--- config.mk ---
export PLATFORM = sky130hd
export DESIGN_NAME = amns_batch_control_flat
export DESIGN_NICKNAME = d
export VERILOG_FILES = /design/src/rtl/amns_batch_control_if.sv /design/src/rtl/amns_batch_control.sv /design/src/flat_wrapper.sv
export SDC_FILE = /design/constraint.sdc
export NUM_CORES = 1
export LEC_CHECK = 0
export CAP_MARGIN = 20
export CORE_UTILIZATION = 60
export CTS_BUF_LIST = sky130_fd_sc_hd__clkbuf_4 sky130_fd_sc_hd__clkbuf_8
export DETAILED_ROUTE_END_ITERATION = 10
export GPL_ROUTABILITY_DRIVEN = 0
export GPL_TIMING_DRIVEN = 0
export PLACE_DENSITY = 0.85
export SLEW_MARGIN = 10
export SYNTH_ARGS = -nofsm -noshare
export SYNTH_HDL_FRONTEND = slang
export SYNTH_SLANG_ARGS = --single-unit
--- constraint.sdc ---
create_clock -name clock_i -period 6.2 [get_ports clock_i]
set_input_delay 1.86 -clock clock_i [delete_from_list [all_inputs] [get_ports clock_i]]
set_output_delay 1.86 -clock clock_i [all_outputs]
set_load 0.1 [all_outputs]
--- src/rtl/amns_batch_control_if.sv ---
// BRAM port and FIOS handshake shared between the batch sequencer (master)
// and the memory / multiplier datapath (slave).
interface amns_batch_control_if #(
   parameter int ADDR_W = 10,
   parameter int IDX_W  = 5
);
   logic              BRAM_en_o;
   logic              BRAM_we_o;
   logic [ADDR_W-1:0] BRAM_addr_o;
   logic [IDX_W-1:0]  res_word_idx_o;
   logic              FIOS_start_o;
   logic              FIOS_done_i;

   modport master (
      output BRAM_en_o,
      output BRAM_we_o,
      output BRAM_addr_o,
      output res_word_idx_o,
      output FIOS_start_o,
      input  FIOS_done_i
   );

   modport slave (
      input  BRAM_en_o,
      input  BRAM_we_o,
      input  BRAM_addr_o,
      input  res_word_idx_o,
      input  FIOS_start_o,
      output FIOS_done_i
   );
endinterface

--- src/rtl/amns_batch_control.sv ---
// Batch sequencer for the AMNS Montgomery multiplier: loads M'0/M once, then
// streams K operand pairs through the FIOS core and stores each result.
module amns_batch_control #(
   parameter int s        = 5,
   parameter int N        = 5,
   parameter int RD_LAT   = 2,
   parameter int MAX_OPS  = 8,
   parameter int ADDR_W   = 10,
   parameter int RES_BASE = 512,
   localparam int W       = N * s,
   localparam int IDX_W   = (W > 1) ? $clog2(W) : 1,
   localparam int OPC_W   = $clog2(MAX_OPS + 1),
   localparam int OPI_W   = (MAX_OPS > 1) ? $clog2(MAX_OPS) : 1
) (
   input  logic                  clock_i,
   input  logic                  reset_n_i,
   input  logic                  start_i,
   input  logic                  reload_const_i,
   input  logic                  chain_i,
   input  logic [OPC_W-1:0]      op_count_i,
   output logic                  M_prime_0_reg_en_o,
   output logic                  M_reg_en_o,
   output logic                  A_reg_en_o,
   output logic                  B_reg_en_o,
   output logic                  A_res_load_o,
   output logic [OPI_W-1:0]      op_idx_o,
   output logic                  busy_o,
   output logic                  done_o,
   amns_batch_control_if.master  bus
);

   localparam int C = N + W;

   generate
      if ((N + W + 2 * MAX_OPS * W > RES_BASE) ||
          (RES_BASE + MAX_OPS * W > (1 << ADDR_W)) ||
          (RD_LAT < 1) || (N < 1) || (s < 1) || (MAX_OPS < 1)) begin : g_paramCheck
         $error("amns_batch_control: parameters violate the BRAM memory map");
      end
   endgenerate

   typedef enum logic [3:0] {
      IDLE,
      LOAD_MP0,
      LOAD_M,
      LOAD_A,
      LOAD_B,
      DRAIN,
      FIOS_START,
      FIOS_WAIT,
      STORE_RES,
      NEXT,
      DONE
   } state_e;

   state_e                   r_state;
   state_e                   w_nextState;
   logic [ADDR_W-1:0]        r_offset;
   logic [ADDR_W-1:0]        r_opBase;
   logic [ADDR_W-1:0]        r_resBase;
   logic [OPI_W-1:0]         r_k;
   logic [OPC_W-1:0]         r_count;
   logic                     r_chain;
   logic                     r_constValid;
   logic [RD_LAT-1:0][3:0]   r_enPipe;

   logic [OPC_W-1:0]         w_kSat;
   logic                     w_lastOp;
   logic                     w_accept;
   logic                     w_bramEn;
   logic                     w_bramWe;
   logic                     w_fiosStart;
   logic                     w_aResLoad;
   logic                     w_busy;
   logic                     w_done;
   logic [3:0]               w_enIssue;
   logic [ADDR_W-1:0]        w_regionBase;

   assign w_kSat   = (op_count_i > OPC_W'(MAX_OPS)) ? OPC_W'(MAX_OPS) : op_count_i;
   assign w_lastOp = (OPC_W'(r_k) + OPC_W'(1)) == r_count;
   assign w_accept = (r_state == IDLE) && start_i;

   // Next-state and per-state control; every state exit is also the offset reset point.
   always_comb begin
      w_nextState  = r_state;
      w_bramEn     = 1'b0;
      w_bramWe     = 1'b0;
      w_fiosStart  = 1'b0;
      w_aResLoad   = 1'b0;
      w_busy       = 1'b1;
      w_done       = 1'b0;
      w_enIssue    = 4'b0000;
      w_regionBase = '0;
      case (r_state)
         IDLE: begin
            w_busy = 1'b0;
            if (start_i) begin
               if (w_kSat == '0)
                  w_nextState = DONE;
               else if (reload_const_i || !r_constValid)
                  w_nextState = LOAD_MP0;
               else
                  w_nextState = LOAD_A;
            end
         end
         LOAD_MP0: begin
            w_bramEn     = 1'b1;
            w_enIssue    = 4'b1000;
            w_regionBase = '0;
            if (r_offset == ADDR_W'(N - 1)) w_nextState = LOAD_M;
         end
         LOAD_M: begin
            w_bramEn     = 1'b1;
            w_enIssue    = 4'b0100;
            w_regionBase = ADDR_W'(N);
            if (r_offset == ADDR_W'(W - 1)) w_nextState = LOAD_A;
         end
         LOAD_A: begin
            w_bramEn     = 1'b1;
            w_enIssue    = 4'b0010;
            w_regionBase = r_opBase;
            if (r_offset == ADDR_W'(W - 1)) w_nextState = LOAD_B;
         end
         LOAD_B: begin
            w_bramEn     = 1'b1;
            w_enIssue    = 4'b0001;
            w_regionBase = r_opBase + ADDR_W'(W);
            if (r_offset == ADDR_W'(W - 1)) w_nextState = DRAIN;
         end
         DRAIN: begin
            if (r_offset == ADDR_W'(RD_LAT - 1)) w_nextState = FIOS_START;
         end
         FIOS_START: begin
            w_fiosStart = 1'b1;
            w_nextState = FIOS_WAIT;
         end
         FIOS_WAIT: begin
            if (bus.FIOS_done_i) w_nextState = STORE_RES;
         end
         STORE_RES: begin
            w_bramEn     = 1'b1;
            w_bramWe     = 1'b1;
            w_regionBase = r_resBase;
            if (r_offset == ADDR_W'(W - 1)) w_nextState = NEXT;
         end
         NEXT: begin
            if (w_lastOp) begin
               w_nextState = DONE;
            end else if (r_chain) begin
               w_aResLoad  = 1'b1;
               w_nextState = LOAD_B;
            end else begin
               w_nextState = LOAD_A;
            end
         end
         DONE: begin
            w_done      = 1'b1;
            w_nextState = IDLE;
         end
         default: begin
            w_busy      = 1'b0;
            w_nextState = IDLE;
         end
      endcase
   end

   always_ff @(posedge clock_i or negedge reset_n_i) begin
      if (!reset_n_i) begin
         r_state <= IDLE;
      end else begin
         r_state <= w_nextState;
      end
   end

   always_ff @(posedge clock_i or negedge reset_n_i) begin
      if (!reset_n_i) begin
         r_offset <= '0;
      end else if (w_nextState != r_state) begin
         r_offset <= '0;
      end else begin
         r_offset <= r_offset + ADDR_W'(1);
      end
   end

   // Operand and result region bases advance together so address generation stays an add.
   always_ff @(posedge clock_i or negedge reset_n_i) begin
      if (!reset_n_i) begin
         r_opBase  <= '0;
         r_resBase <= '0;
         r_k       <= '0;
         r_count   <= '0;
         r_chain   <= 1'b0;
      end else if (w_accept) begin
         r_opBase  <= ADDR_W'(C);
         r_resBase <= ADDR_W'(RES_BASE);
         r_k       <= '0;
         r_count   <= w_kSat;
         r_chain   <= chain_i;
      end else if ((r_state == NEXT) && !w_lastOp) begin
         r_opBase  <= r_opBase + ADDR_W'(2 * W);
         r_resBase <= r_resBase + ADDR_W'(W);
         r_k       <= r_k + OPI_W'(1);
      end
   end

   always_ff @(posedge clock_i or negedge reset_n_i) begin
      if (!reset_n_i) begin
         r_constValid <= 1'b0;
      end else if ((r_state == LOAD_M) && (w_nextState == LOAD_A)) begin
         r_constValid <= 1'b1;
      end
   end

   // Register enables trail their read address by exactly the BRAM latency.
   always_ff @(posedge clock_i or negedge reset_n_i) begin
      if (!reset_n_i) begin
         r_enPipe <= '0;
      end else begin
         r_enPipe[0] <= w_enIssue;
         for (int i = 1; i < RD_LAT; i++) begin
            r_enPipe[i] <= r_enPipe[i-1];
         end
      end
   end

   assign M_prime_0_reg_en_o = r_enPipe[RD_LAT-1][3];
   assign M_reg_en_o         = r_enPipe[RD_LAT-1][2];
   assign A_reg_en_o         = r_enPipe[RD_LAT-1][1];
   assign B_reg_en_o         = r_enPipe[RD_LAT-1][0];
   assign A_res_load_o       = w_aResLoad;
   assign op_idx_o           = r_k;
   assign busy_o             = w_busy;
   assign done_o             = w_done;

   assign bus.BRAM_en_o      = w_bramEn;
   assign bus.BRAM_we_o      = w_bramWe;
   assign bus.BRAM_addr_o    = w_bramEn ? (w_regionBase + r_offset) : '0;
   assign bus.res_word_idx_o = (r_state == STORE_RES) ? r_offset[IDX_W-1:0] : '0;
   assign bus.FIOS_start_o   = w_fiosStart;

endmodule
--- src/flat_wrapper.sv ---
// flat-port wrapper written by rule: the top's interface ports become plain ports
module amns_batch_control_flat 
#(
   parameter int s        = 5,
   parameter int N        = 5,
   parameter int RD_LAT   = 2,
   parameter int MAX_OPS  = 8,
   parameter int ADDR_W   = 10,
   parameter int RES_BASE = 512,
   localparam int W       = N * s,
   localparam int IDX_W   = (W > 1) ? $clog2(W) : 1,
   localparam int OPC_W   = $clog2(MAX_OPS + 1),
   localparam int OPI_W   = (MAX_OPS > 1) ? $clog2(MAX_OPS) : 1
)
  (clock_i, reset_n_i, start_i, reload_const_i, chain_i, op_count_i, M_prime_0_reg_en_o, M_reg_en_o, A_reg_en_o, B_reg_en_o, A_res_load_o, op_idx_o, busy_o, done_o, bus_BRAM_en_o, bus_BRAM_we_o, bus_BRAM_addr_o, bus_res_word_idx_o, bus_FIOS_start_o, bus_FIOS_done_i);
  amns_batch_control_if #(.ADDR_W(ADDR_W)) bus_i ();
  input  logic clock_i;
  input  logic reset_n_i;
  input  logic start_i;
  input  logic reload_const_i;
  input  logic chain_i;
  input  logic [OPC_W-1:0] op_count_i;
  output logic M_prime_0_reg_en_o;
  output logic M_reg_en_o;
  output logic A_reg_en_o;
  output logic B_reg_en_o;
  output logic A_res_load_o;
  output logic [OPI_W-1:0] op_idx_o;
  output logic busy_o;
  output logic done_o;
  output wire logic [$bits(bus_i.BRAM_en_o)-1:0] bus_BRAM_en_o;
  output wire logic [$bits(bus_i.BRAM_we_o)-1:0] bus_BRAM_we_o;
  output wire logic [$bits(bus_i.BRAM_addr_o)-1:0] bus_BRAM_addr_o;
  output wire logic [$bits(bus_i.res_word_idx_o)-1:0] bus_res_word_idx_o;
  output wire logic [$bits(bus_i.FIOS_start_o)-1:0] bus_FIOS_start_o;
  input wire logic [$bits(bus_i.FIOS_done_i)-1:0] bus_FIOS_done_i;
  assign bus_BRAM_en_o = bus_i.BRAM_en_o;
  assign bus_BRAM_we_o = bus_i.BRAM_we_o;
  assign bus_BRAM_addr_o = bus_i.BRAM_addr_o;
  assign bus_res_word_idx_o = bus_i.res_word_idx_o;
  assign bus_FIOS_start_o = bus_i.FIOS_start_o;
  assign bus_i.FIOS_done_i = bus_FIOS_done_i;
  amns_batch_control #(.s(s), .N(N), .RD_LAT(RD_LAT), .MAX_OPS(MAX_OPS), .ADDR_W(ADDR_W), .RES_BASE(RES_BASE)) u_core (.clock_i(clock_i), .reset_n_i(reset_n_i), .start_i(start_i), .reload_const_i(reload_const_i), .chain_i(chain_i), .op_count_i(op_count_i), .M_prime_0_reg_en_o(M_prime_0_reg_en_o), .M_reg_en_o(M_reg_en_o), .A_reg_en_o(A_reg_en_o), .B_reg_en_o(B_reg_en_o), .A_res_load_o(A_res_load_o), .op_idx_o(op_idx_o), .busy_o(busy_o), .done_o(done_o), .bus(bus_i));
endmodule
### After elaboration in Yosys (flattened, before gate mapping)

Index checks and enable logic that the tools add are counted.

* $add $sub $neg: 7
* multiply operators: 0
* div/mod/pow operators: 0
* magnitude comparators: 1
* equal/unequal tests: 16
* shifts and indexed selects: 0
* muxes and demuxes: 33
* bitwise gates (word level): 0
* reduce and logical (&&, ||, !) cells: 11

Operator list (number)
* 10-bit 2-to-1 mux: 6
* 4-bit 2-to-1 mux: 11
* 10-bit case mux with 4 select lines: 1
* 4-bit case mux with 10 select lines: 1
* 10-bit by 5-bit adder with 10-bit output (second input constant): 2
* 4-bit by 3-bit == test with 1-bit output (second input constant): 4
* 4-bit case mux with 4 select lines: 1
* 4-bit by 2-bit == test with 1-bit output (second input constant): 3
* 4-bit == test (second input constant): 3
* 10-bit by 1-bit adder with 10-bit output (second input constant): 1
* 10-bit adder: 1
* 10-bit by 6-bit adder with 10-bit output (second input constant): 1
* 10-bit by 1-bit == test with 1-bit output (second input constant): 1
* 10-bit by 3-bit == test with 1-bit output (second input constant): 1
* 10-bit by 5-bit == test with 1-bit output (second input constant): 1
* 10-bit OR reduction: 1
* 3-bit 2-to-1 mux: 3
* 4-bit logical NOT: 2
* 1-bit 2-to-1 mux: 8
* 5-bit 2-to-1 mux: 1
* 5-bit OR reduction: 1
* 3-bit by 1-bit adder with 4-bit output (second input constant): 1
* 4-bit by 1-bit == test with 1-bit output (second input constant): 1
* 4-bit == test: 1
* other kinds (8): 11

* register bits: 51
* latch bits: 0
* bits in writable memories: 0
* bits in read-only memories: 0
* memories kept: 0

### Logic depth before layout (Yosys ltp)

Gate-level depths: netlist (run 1).

* word-level depth: 8
* gate-level depth with buffers: 15
* mapped depth without buffers: 13

### Worst setup path after synthesis (run 1)

OpenSTA, ideal clock, no wires.

* kind: reg2out
* start: register u_core.r_state[0]
* end: output bus_BRAM_addr_o[6]
* arrival time: 5.520 ns
* slack: -1.180 ns
* stages on the path, launching flop included: 13
* cell sequence: dfrtp_1 buf_1 nor4b_1 clkbuf_1 nand2_1 o21ai_0 ha_1 nor2b_1 o21ai_0 a21boi_0 o21a_1 o21a_1 nor3_1

* longest elaborated chain between the ends: 4
* elaborated cells between the ends (all ways): 10

Ends and longest elaborated chain
* start, declared: line amns_batch_control.sv:56 `state_e r_state;`
* start signal, assigned: line amns_batch_control.sv:171 `r_state <= w_nextState;`
* 4-bit == test (tied with other cells): line amns_batch_control.sv:94 `case (r_state)`
* 10-bit case mux with 4 select lines or 5-bit OR reduction (tied branches)
* 10-bit adder or 1-bit 2-to-1 mux (tied branches): line amns_batch_control.sv:237, amns_batch_control.sv:94
* 10-bit 2-to-1 mux *: line amns_batch_control.sv:237 `assign bus.BRAM_addr_o = w_bramEn ? (w_regionBase + r_offset) : '0;`
* end, declared: line flat_wrapper.sv:33 `output wire logic [$bits(bus_i.BRAM_addr_o)-1:0] bus_BRAM_addr_o;`

Every way passes the cells marked *; elsewhere a longest branch is shown, timed or not.

### Worst setup path after layout (run 1)

* start: register u_core.r_state[0]
* end: output bus_BRAM_addr_o[8]

The elaborated chain is that of the path after synthesis.

==> qor.csv, run 1 <==
stage,metric,value,unit
placement,dp_hpwl,6060,um
die,rows,26,
routing,drt_wl_total,8220,um
synth,syn_avg_cell_area,8.65,um2
synth,synth_area_leaders,"dfrtp_1, ha_1, xor2_1",
power_and_ir_drop,power,1.65,mW
layout,fill_cells,407,
clocking,holdBufCountCts,0,
die,die_h,75.8,um
routing,drtIter0Drc,227,
layout,final_net_count,449,
critical_path,critPathArrivalTime,4.09,ns
critical_path,end_kind,output port,
synth,synth_ff_type,dfrtp_1,
timing,setup_slack,0.248,ns
synth,syn_area,3270,um2
critical_path,worstSetupPathType,reg2out,
worst_hold_path,worstHoldPathType,reg2reg,
routing,drtAntennaViolNets,0,
critical_path,cpLargestDelayFamily,compound AO/OA/AOI/OAI gates,
routing,via_per_inst,6.11,
critical_path,worstPathRequired,4.34,ns
clocking,clock_latency,0.31,ns
placement,dp.cells,486,
die,coreArea,5170,um2
run_status,status,finished clean,
layout,drive_gt1_share,7.31,%
placement,dpl_cell_area,3780,um2
layout,antenna_cells,0,
clocking,clock_path_buffers,2,
critical_path,crit_path_top_delay_cell,dfrtp_1,
global_route,grtUsageTotal,31.9,%
timing,fin_skew,0.0117,ns
layout,final_area,3890,um2
timing,grt_setup_unrepaired,true,
routing,vias,3019,
timing,final.setup.tns,0,ns
routing,dr.pass1.iters,4,
routing,drt-wirelength-per-cell,16.6,um
timing,fmax,168,MHz
layout,final_cells,494,
placement,port-buffer-count,37,
timing,tightest_slew,0.988,ns
routing,route.detailed.drc,0,
global_route,grt_max_degree,33,
critical_path,cp_cell_sequence,clkbuf_2 -> nor4b_4 -> clkbuf_2 -> nand2_1 -> o21ai_0 -> ha_1 -> nor2b_1 -> o21ai_0 -> a21boi_0 -> o21a_1 -> o41ai_2 -> mux2i_4 -> clkbuf_4,
critical_path,worstSetupStartpointType,flop,
layout,multi_input_area,1950,um2
global_route,grt_remaining_overflow,0,
die,die_area,5750,um2
layout,area_growth,19.1,%
timing,timing.final.max_slew_violations,0,
layout,utilization,75.3,%
synth,synth-edff-count,0,
power_and_ir_drop,powerDensity,423,nW/um2
clocking,cts_sinks,50,
critical_path,cpPeakStageDelay,0.42,ns
synth,synth-seq-area-share,38.3,%
clocking,clk_pin_slew_worst_paths,0.09,ns
power_and_ir_drop,p_leak,1.83,nW
critical_path,crit_buf_inv,3,
timing,fin_crit_sh,96.0,%
synth,synth_cell_types,53,
timing,max_slew_margin,34.0,%
synth,yosysWarnings,0,
die,io_pins,38,
timing,timing.hold.ws,0.341,ns
synth,syn_nets,404,
timing,setup-violations-final,0,
clocking,postCtsSetupBuffers,0,
global_route,antenna_found_initial,0,
clocking,cts_tree,done,
die,die_width,75.8,um
synth,synth_top_area_share,38.3,%
global_route,grt_pass1_wl,13600,um
clocking,cts_max_level,2,
placement,dp_slack,-0.869,ns
die,initial_core_util,63.2,%
synth,post-synth-top-area-cell,dfrtp_1,
clocking,root_buffer,clkbuf_8,
flow_run,max-cap-violations,0,
clocking,cts_buffers,5,
timing,fin_crit,5.95,ns
global_route,grt_pass1_vias,2826,
power_and_ir_drop,ir_worst_vdd,0.000446,V
layout,regArea,1250,um2
synth,synthCells,378,
timing,hold_viol_final,0,
synth,ys_async_sr_fraction,100,%
critical_path,critPathMaxFanout,10,
synth,yosys_register_bits,50,
-- synthesized netlist by cell type (3+ instances only) --
cell type	count
o21a_1	4
clkbuf_1	10
a21o_1	3
nand4_1	4
nor4_1	12
nand3_1	19
ha_1	15
a21oi_1	13
nand2b_1	8
xor2_1	21
and3_1	8
o211ai_1	3
o21ai_0	22
nor2_1	39
xnor2_1	8
a211oi_1	3
dfrtp_1	50
a22oi_1	5
nand2_1	46
inv_1	13
and2_1	10
nor2b_1	6
nor3_1	12
mux2i_1	5
-- routing by layer --
metal	track usage [%]	routed length, um
met5	0	0
met2	53.1	4040
met1	41.9	3500
met4	12.3	215
met3	4.89	456
-- where the power goes --
group	switching, mW	internal [mW]	total, mW	leakage (nW)
logic	0.704	0.271	0.975	1.13
registers	0.0702	0.392	0.462	0.654
clock network	0.111	0.0968	0.208	0.0523
-- worst paths after layout --
kind	start	endpoint	slack [ns]	cells after the start
min	u_core.r_enPipe[1]$_DFF_PN0_	u_core.A_reg_en_o$_DFF_PN0_	0.34	0
min in group asynchronous	reset_n_i	u_core.A_reg_en_o$_DFF_PN0_	1.49	1
max in group asynchronous	reset_n_i	u_core.r_opBase[3]$_DFFE_PN0P_	4.17	2
max	u_core.r_state[0]$_DFF_PN0_	bus_BRAM_addr_o[8]	0.25	13
max reg2reg	u_core.r_offset[1]$_DFF_PN0_	u_core.r_offset[9]$_DFF_PN0_	3.31	8
min reg2reg	u_core.r_enPipe[1]$_DFF_PN0_	u_core.A_reg_en_o$_DFF_PN0_	0.34	0
-- final cells by class --
class | count | share of cell area, %
Timing Repair Buffer | 38 | 9.71
Multi-Input combinational cell | 300 | 50.1
Sequential cell | 50 | 32.1
Clock inverter | 1 | 0.225
Inverter | 13 | 1.25
Clock buffer | 7 | 2.31
Buffer | 15 | 1.96
Tap cell | 70 | 2.25
-- cells by family (layout without fill, tap and decap cells) --
logic type / count (synthesis) / count (layout) / share of synthesized area, %
compound gates: 71 / 71 / 14.0
xor+xnor: 30 / 30 / 8.50
fa+ha+maj: 16 / 16 / 6.35
buf+inv: 28 / 74 / 3.71
flops: 50 / 50 / 38.3
mux: 6 / 6 / 1.95
simple gates: 177 / 177 / 27.2
-- cell usage in the layout (no fill, tap or decap), drive strengths merged, types with 2 or more instances in the layout --
cell,netlist,layout
nand2b,8,8
a21boi,2,2
nor2b,6,6
nand3,19,19
o21bai,2,2
a21oi,13,13
nand2,46,46
a31oi,2,2
nor4,12,12
o211ai,3,3
o21a,4,4
buf,4,5
nand4b,2,2
inv,13,14
ha,15,15
a21o,3,3
a221o,2,2
and2,10,10
nand4,4,4
xor2,21,21
and3,8,8
a22oi,5,5
a211oi,3,3
clkbuf,11,23
mux2i,6,6
xnor2,8,8
nor4b,3,3
nand3b,2,2
clkdlybuf4s50,0,29
dlymetal6s2s,0,3
o21ai,22,22
nor2,39,39
nor3,12,12
o31ai,2,2
or4,2,2
dfrtp,50,50
-- what timing repair did --
item / in CTS / in global routing
gates resized for setup: 12 / 15
endpoints found under the setup margin: 7 / 7
endpoints found under the hold margin: 0 / 0
-- sequential cells by signal (all words and copies together) (netlist names) --
signal	flops
u_core.r_offset	10
u_core.r_resBase	10
u_core.r_opBase	9
u_core.r_count	4
u_core.r_enPipe	4
u_core.r_state	4
u_core.op_idx_o	3
u_core.A_reg_en_o	1
u_core.B_reg_en_o	1
u_core.M_prime_0_reg_en_o	1
u_core.M_reg_en_o	1
u_core.r_chain	1
u_core.r_constValid	1
Note: power is estimated with default switching activity, not from simulation.
==> run 2: changes to the inputs <==
--- a/config.mk
+++ b/config.mk
@@ -9,7 +9,6 @@
 export CORE_UTILIZATION = 60
 export CTS_BUF_LIST = sky130_fd_sc_hd__clkbuf_4 sky130_fd_sc_hd__clkbuf_8
 export DETAILED_ROUTE_END_ITERATION = 10
-export GPL_ROUTABILITY_DRIVEN = 0
 export GPL_TIMING_DRIVEN = 0
 export PLACE_DENSITY = 0.85
 export SLEW_MARGIN = 10
==> run 2 against run 1 <==
  * Largest cell class unchanged
  * Total power about the same
  * Fmax decreased by 2.5%
  * Sequential power about the same
  * Sequential cell count unchanged
  * Clock power about the same
  * Highest routed layer unchanged
  * Critical path depth increased by 3
  * Clock skew increased by 0.00083 ns
  * First-iteration DRC count decreased by 31%
==> qor.csv, run 2 (synthesis gave the netlist of run 1 again) <==
stage,metric,value,unit,change
timing,fmax,164,MHz,was 168 MHz
timing,max_slew_margin,34.9,%,was 34.0%
critical_path,worstSetupPathType,reg2out,,unchanged
timing,fin_crit_sh,98.4,%,was 96.0%
global_route,grt_pass1_wl,13200,um,was 13600 um
die,io_pins,38,,unchanged
critical_path,r2r_cells,8,,unchanged
clocking,clock_latency,0.32,ns,was 0.31 ns
clocking,cts_buffers,5,,unchanged
timing,fin_skew,0.0125,ns,was 0.0117 ns
layout,antenna_cells,0,,unchanged
layout,multi_input_area,1950,um2,unchanged
timing,setup_slack,0.0976,ns,was 0.248 ns
power_and_ir_drop,switchingPower,0.886,mW,was 0.885 mW
power_and_ir_drop,ir_worst_vdd,0.000425,V,was 0.000446 V
run_status,status,finished clean,,unchanged
critical_path,crit_end,bus_BRAM_addr_o[8],,unchanged
placement,place.gp.congestion,0.935,,
critical_path,critPathArrivalTime,4.24,ns,was 4.09 ns
critical_path,cp-startpoint,u_core.r_state[2]$_DFF_PN0_,,was u_core.r_state[0]$_DFF_PN0_
routing,via_per_inst,6.06,,was 6.11
worst_hold_path,worstHoldPathType,reg2reg,,unchanged
layout,final_cell_mix,"dfrtp_1, nand2_1, nor2_1, clkdlybuf4s50_1, o21ai_0",,unchanged
clocking,cts_tree,done,,unchanged
critical_path,r2r_setup_slack,3.30,ns,was 3.31 ns
global_route,grt_remaining_overflow,0,,unchanged
timing,fin_crit,6.10,ns,was 5.95 ns
routing,drt_wl_total,8110,um,was 8220 um
power_and_ir_drop,swShare,53.8,%,about the same
die,die_width,75.8,um,unchanged
global_route,grt_pass1_vias,2768,,was 2826
routing,drtIter0Drc,157,,was 227
power_and_ir_drop,pwr-share-comb,59.2,%,was 59.3%
global_route,grtUsageTotal,31.1,%,was 31.9%
layout,regArea,1250,um2,unchanged
timing,hold_viol_final,0,,unchanged
critical_path,worstSetupStartpointType,flop,,unchanged
routing,drt-wirelength-per-cell,16.4,um,was 16.6 um
placement,port-buffer-count,37,,unchanged
clocking,clk_pin_slew_worst_paths,0.10,ns,was 0.09 ns
routing,dr.pass1.iters,5,,was 4
power_and_ir_drop,power,1.64,mW,was 1.65 mW
timing,setup-violations-final,0,,unchanged
clocking,holdBufCountCts,0,,unchanged
die,die_area,5750,um2,unchanged
die,initial_core_util,63.2,%,unchanged
placement,dpl_cell_area,3780,um2,unchanged
routing,drtAntennaViolNets,0,,unchanged
layout,fill_cells,392,,was 407
placement,dp_hpwl,6000,um,was 6060 um
routing,route.detailed.drc,0,,unchanged
die,coreArea,5170,um2,unchanged
layout,area_growth,18.9,%,was 19.1%
layout,final_net_count,449,,unchanged
layout,final_area,3890,um2,about the same
die,die_h,75.8,um,unchanged
critical_path,worstReg2RegStart,u_core.r_offset[1]$_DFF_PN0_,,unchanged
clocking,cts_sinks,50,,unchanged
critical_path,worstPathRequired,4.34,ns,about the same
timing,tightest_slew,0.974,ns,was 0.988 ns
clocking,cts_max_level,2,,unchanged
clocking,postCtsSetupBuffers,0,,unchanged
critical_path,reg2reg_to,u_core.r_offset[5]$_DFF_PN0_,,was u_core.r_offset[9]$_DFF_PN0_
power_and_ir_drop,p_seq_share,28.0,%,was 28.1%
critical_path,critPathMaxFanout,10,,unchanged
timing,timing.final.max_slew_violations,0,,unchanged
placement,dp_slack,-0.845,ns,was -0.869 ns
die,rows,26,,unchanged
layout,reg_top3,"u_core.r_offset x10, u_core.r_resBase x10, u_core.r_opBase x9",,unchanged
clocking,root_buffer,clkbuf_8,,unchanged
clocking,clock_path_buffers,2,,unchanged
power_and_ir_drop,p_leak,1.83,nW,about the same
global_route,antenna_found_initial,0,,unchanged
power_and_ir_drop,clockPowerShare,12.8,%,was 12.6%
layout,mostFrequentLayoutCell,dfrtp_1,,unchanged
routing,vias,2993,,was 3019
global_route,grt_max_degree,32,,was 33
layout,drive_gt1_share,7.08,%,was 7.31%
flow_run,max-cap-violations,0,,unchanged
power_and_ir_drop,powerDensity,423,nW/um2,about the same
critical_path,end_kind,output port,,unchanged
timing,grt_setup_unrepaired,true,,unchanged
power_and_ir_drop,internal_power,0.759,mW,was 0.760 mW
-- run 2: cell count changes in the layout (fill, tap and decap cells not counted) --
cell / delta
buf_2: +2
clkbuf_1: +1
clkbuf_2: -1
clkbuf_4: -2
-- run 2: final cells by class --
cell class,instances,area share (%)
Multi-Input combinational cell,300,50.2
Sequential cell,50,32.2
Timing Repair Buffer,38,9.59
Clock buffer,7,2.32
Tap cell,70,2.25
Buffer,15,1.93
Inverter,13,1.26
Clock inverter,1,0.225
-- run 2: power groups by stage --
stage / combinational [mW] / clock [mW] / sequential, mW
6_report: 0.974 / 0.210 / 0.460
5_1_grt: 1.04 / 0.223 / 0.472
4_1_cts: 0.964 / 0.211 / 0.459
3_5_place_dp: 0.959 / 0 / 0.466
3_3_place_gp: 0.937 / 0 / 0.462
2_1_floorplan: 0.664 / 0 / 0.528
-- run 2: how the worst min path moves through the flow --
stage | from | to | cells after the start
2_1_floorplan | u_core.r_enPipe[1]$_DFF_PN0_ | u_core.A_reg_en_o$_DFF_PN0_ | 0
3_3_place_gp | u_core.r_enPipe[1]$_DFF_PN0_ | u_core.A_reg_en_o$_DFF_PN0_ | 0
3_5_place_dp | u_core.r_enPipe[1]$_DFF_PN0_ | u_core.A_reg_en_o$_DFF_PN0_ | 0
4_1_cts | u_core.r_enPipe[1]$_DFF_PN0_ | u_core.A_reg_en_o$_DFF_PN0_ | 0
5_1_grt | u_core.r_enPipe[1]$_DFF_PN0_ | u_core.A_reg_en_o$_DFF_PN0_ | 0
6_report | u_core.r_enPipe[1]$_DFF_PN0_ | u_core.A_reg_en_o$_DFF_PN0_ | 0
-- run 2: through the flow --
step / util, % / setup TNS, ns / hold slack, ns / instances
finish: 75.1 / 0 / 0.348 / 494
CTS: 75.1 / 0 / 0.345 / 494
detailed placement: 73.0 / -1.19 / 0.339 / 486
floorplan: - / 0 / 0.331 / 378
global placement: 72.7 / -1.15 / 0.334 / 485
global route: 75.1 / -0.142 / 0.347 / 494
-- run 2: what timing repair did --
| action | 4_1_cts | 5_1_grt |
|---|---|---|
| gates resized for setup | 12 | 11 |
| endpoints found under the hold margin | 0 | 0 |
| setup endpoints to repair | 6 | 7 |
-- run 2: critical path: stages, from the launching register on --
cell and delay (ns):
dfrtp_1 0.33, clkbuf_2 0.20, clkbuf_1 0.42, nor2b_1 0.16, a21oi_1 0.17, nor2_1 0.06
o21a_1 0.19, ha_1 0.21, inv_1 0.08, fa_1 0.18, nor2b_1 0.07, o21ai_0 0.27
a21boi_0 0.20, o21a_1 0.24, o41ai_2 0.40, mux2i_4 0.29, buf_2 0.44
-- run 2: per-layer routing --
layer / part of all wire (%) / vias to the layer above / GRT usage [%]
li1: - / 1433 / -
met2: 48 / 105 / 50.8
met4: 2.0 / 0 / 12.3
met5: 0 / - / 0
met1: 45 / 1439 / 41.4
met3: 4.6 / 16 / 5.16
==> run 3: changes to the inputs <==
--- a/config.mk
+++ b/config.mk
@@ -10,7 +10,7 @@
 export CTS_BUF_LIST = sky130_fd_sc_hd__clkbuf_4 sky130_fd_sc_hd__clkbuf_8
 export DETAILED_ROUTE_END_ITERATION = 10
 export GPL_TIMING_DRIVEN = 0
-export PLACE_DENSITY = 0.85
+export PLACE_DENSITY = 0.83
 export SLEW_MARGIN = 10
 export SYNTH_ARGS = -nofsm -noshare
 export SYNTH_HDL_FRONTEND = slang
==> run 3 against run 2 <==
  * Non-clock buffer count unchanged
  * Count of clock-buffer cells in the layout decreased by 1
  * Sequential share of layout area is 0.21 points lower
  * Routed wire length decreased by 5.4%
  * Cell area grew 0.64%
  * Critical endpoint is now bus_BRAM_addr_o[6]
  * Combinational power down 0.9%
  * Fmax rose by 1.5%
  * First-iteration DRC count grew 11%
  * Die area unchanged
  * Worst setup slack improved by 0.090 ns
==> qor.csv, run 3 (synthesis gave the netlist of run 1 again) <==
stage,metric,value,unit,change
placement,place.gp.congestion,0.932,,was 0.935
placement,dpl_cell_area,3780,um2,unchanged
power_and_ir_drop,powerDensity,427,nW/um2,was 423 nW/um2
die,io_pins,38,,unchanged
routing,vias,2962,,was 2993
layout,fill_cells,359,,was 392
clocking,holdBufCountCts,0,,unchanged
routing,drt-wirelength-per-cell,15.5,um,was 16.4 um
clocking,cts_tree,done,,unchanged
routing,drtIter0Drc,174,,was 157
timing,setup_slack,0.187,ns,was 0.0976 ns
critical_path,cpPeakStageDelay,0.58,ns,was 0.44 ns
die,die_h,75.8,um,unchanged
layout,final_net_count,449,,unchanged
clocking,clock_latency,0.31,ns,was 0.32 ns
clocking,clock_path_buffers,2,,unchanged
global_route,grtUsageTotal,29.2,%,was 31.1%
power_and_ir_drop,p_seq_share,27.6,%,was 28.0%
clocking,postCtsSetupBuffers,0,,unchanged
timing,fin_crit_sh,97.0,%,was 98.4%
global_route,grt_remaining_overflow,0,,unchanged
critical_path,critPathMaxFanout,10,,unchanged
die,die_width,75.8,um,unchanged
routing,route.detailed.drc,0,,unchanged
timing,tightest_slew,0.979,ns,was 0.974 ns
routing,drt_wl_total,7660,um,was 8110 um
die,coreArea,5170,um2,unchanged
critical_path,worstSetupStartpointType,flop,,unchanged
timing,max_slew_margin,34.6,%,was 34.9%
routing,drtAntennaViolNets,0,,unchanged
timing,setup-violations-final,0,,unchanged
global_route,grt_max_degree,38,,was 32
power_and_ir_drop,clockPowerShare,14.7,%,was 12.8%
die,die_area,5750,um2,unchanged
critical_path,cpLargestDelayFamily,buffers and inverters,,was compound AO/OA/AOI/OAI gates
placement,dp_hpwl,5680,um,was 6000 um
layout,final_cell_mix,"dfrtp_1, nand2_1, nor2_1, clkdlybuf4s50_1, o21ai_0",,unchanged
worst_hold_path,worstHoldPathType,reg2reg,,unchanged
layout,reg_top3,"u_core.r_offset x10, u_core.r_resBase x10, u_core.r_opBase x9",,unchanged
layout,final_area,3910,um2,was 3890 um2
critical_path,critPathArrivalTime,4.15,ns,was 4.24 ns
timing,fin_crit,6.01,ns,was 6.10 ns
timing,fin_skew,0.0147,ns,was 0.0125 ns
layout,antenna_cells,0,,unchanged
power_and_ir_drop,internal_power,0.795,mW,was 0.759 mW
flow_run,max-cap-violations,0,,unchanged
critical_path,worstSetupPathType,reg2out,,unchanged
timing,timing.final.max_slew_violations,0,,unchanged
global_route,grt_pass1_vias,2665,,was 2768
clocking,cts_max_level,2,,unchanged
routing,via_per_inst,6.00,,was 6.06
critical_path,cp_cell_sequence,clkbuf_1 -> nor2b_1 -> a21oi_1 -> nor2_1 -> o21a_1 -> ha_1 -> inv_1 -> fa_1 -> nor2b_1 -> o21ai_0 -> a21boi_0 -> o21a_1 -> nor3_1 -> nor3_2 -> clkdlybuf4s15_2,,was clkbuf_2 -> clkbuf_1 -> nor2b_1 -> a21oi_1 -> nor2_1 -> o21a_1 -> ha_1 -> inv_1 -> fa_1 -> nor2b_1 -> o21ai_0 -> a21boi_0 -> o21a_1 -> o41ai_2 -> mux2i_4 -> buf_2
critical_path,worstPathRequired,4.34,ns,about the same
layout,mostFrequentLayoutCell,dfrtp_1,,unchanged
layout,area_growth,19.6,%,was 18.9%
critical_path,crit_path_top_delay_cell,clkdlybuf4s15_2,,was buf_2
power_and_ir_drop,swShare,52.4,%,was 53.8%
placement,dp_slack,-0.871,ns,was -0.845 ns
die,initial_core_util,63.2,%,unchanged
die,rows,26,,unchanged
power_and_ir_drop,p_leak,1.81,nW,was 1.83 nW
timing,fmax,166,MHz,was 164 MHz
timing,final.setup.tns,0,ns,unchanged
global_route,grt_pass1_wl,12400,um,was 13200 um
clocking,clk_pin_slew_worst_paths,0.10,ns,about the same
placement,port-buffer-count,37,,unchanged
clocking,cts_buffers,5,,unchanged
critical_path,crit_buf_inv,3,,was 4
clocking,root_buffer,clkbuf_8,,unchanged
critical_path,end_kind,output port,,unchanged
timing,hold_viol_final,0,,unchanged
power_and_ir_drop,switchingPower,0.877,mW,was 0.886 mW
layout,drive_gt1_share,7.08,%,unchanged
routing,dr.pass1.iters,5,,unchanged
power_and_ir_drop,pwr-share-comb,57.7,%,was 59.2%
clocking,cts_sinks,50,,unchanged
power_and_ir_drop,ir_worst_vdd,0.000422,V,was 0.000425 V
global_route,antenna_found_initial,0,,unchanged
run_status,status,finished clean,,unchanged
## run 3: worst reg2reg max path, cell delays in order, from the launching register on
cell and delay (ns):
dfrtp_1 0.49, inv_1 0.17, ha_1 0.22, nand4b_1 0.13, nor4b_2 0.52, a2bb2oi_1 0.26, o2111ai_1 0.20, mux2i_2 0.55
nor4_1 0.15
## run 3: power groups by stage
stage / Sequential, mW / Clock, mW / Combinational (mW)
after floorplan: 0.528 / 0 / 0.664
after global routing: 0.470 / 0.261 / 1.03
after CTS: 0.459 / 0.248 / 0.959
after detailed placement: 0.465 / 0 / 0.958
after global placement: 0.462 / 0 / 0.939
final: 0.461 / 0.245 / 0.965
## run 3: area by class of cell
cell class	instances	area, um2	share of cell area (%)
timing repair buffer	38	375	9.60
sequential	50	1250	32.0
tap	70	87.6	2.24
inverter	13	48.8	1.25
buffer	15	75.1	1.92
multi-input combinational	300	1950	49.9
clock buffer	6	82.6	2.11
clock inverter	2	38.8	0.992
## run 3: per-layer routing
metal / vias up / track usage (%) / routed length, um
li1: 1431 / - / -
met1: 1414 / 40.6 / 3540
met2: 102 / 43.7 / 3600
met3: 15 / 6.35 / 388
met4: 0 / 13.0 / 135
met5: - / 0 / 0
## run 3: timing repair
item | in CTS | in global routing
gates resized for setup | 14 | 7
cloned | 0 | 0
pin swaps | 0 | 0
endpoints found under the setup margin | 7 | 5
## run 3: worst paths after layout
| check | depth (start not counted) | slack [ns] | startpoint | endpoint |
|---|---|---|---|---|
| max in group asynchronous | 2 | 4.26 | reset_n_i | u_core.r_state[0]$_DFF_PN0_ |
| min in group asynchronous | 1 | 1.45 | reset_n_i | u_core.r_offset[1]$_DFF_PN0_ |
| worst min-delay path | 0 | 0.36 | u_core.r_enPipe[1]$_DFF_PN0_ | u_core.A_reg_en_o$_DFF_PN0_ |
| worst min register to register | 0 | 0.36 | u_core.r_enPipe[1]$_DFF_PN0_ | u_core.A_reg_en_o$_DFF_PN0_ |
| worst max register to register | 8 | 3.35 | u_core.r_offset[1]$_DFF_PN0_ | u_core.r_offset[6]$_DFF_PN0_ |
| worst max-delay path | 15 | 0.19 | u_core.r_state[3]$_DFF_PN0_ | bus_BRAM_addr_o[6] |
## run 3: stage by stage
stage	hold slack, ns	std cells	power (mW)	util [%]
6_report	0.358	494	1.67	75.6
3_3_place_gp	0.335	485	1.40	72.7
5_1_grt	0.368	494	1.76	75.6
2_1_floorplan	0.331	378	1.19	-
4_1_cts	0.362	494	1.67	75.5
3_5_place_dp	0.339	486	1.42	73.0
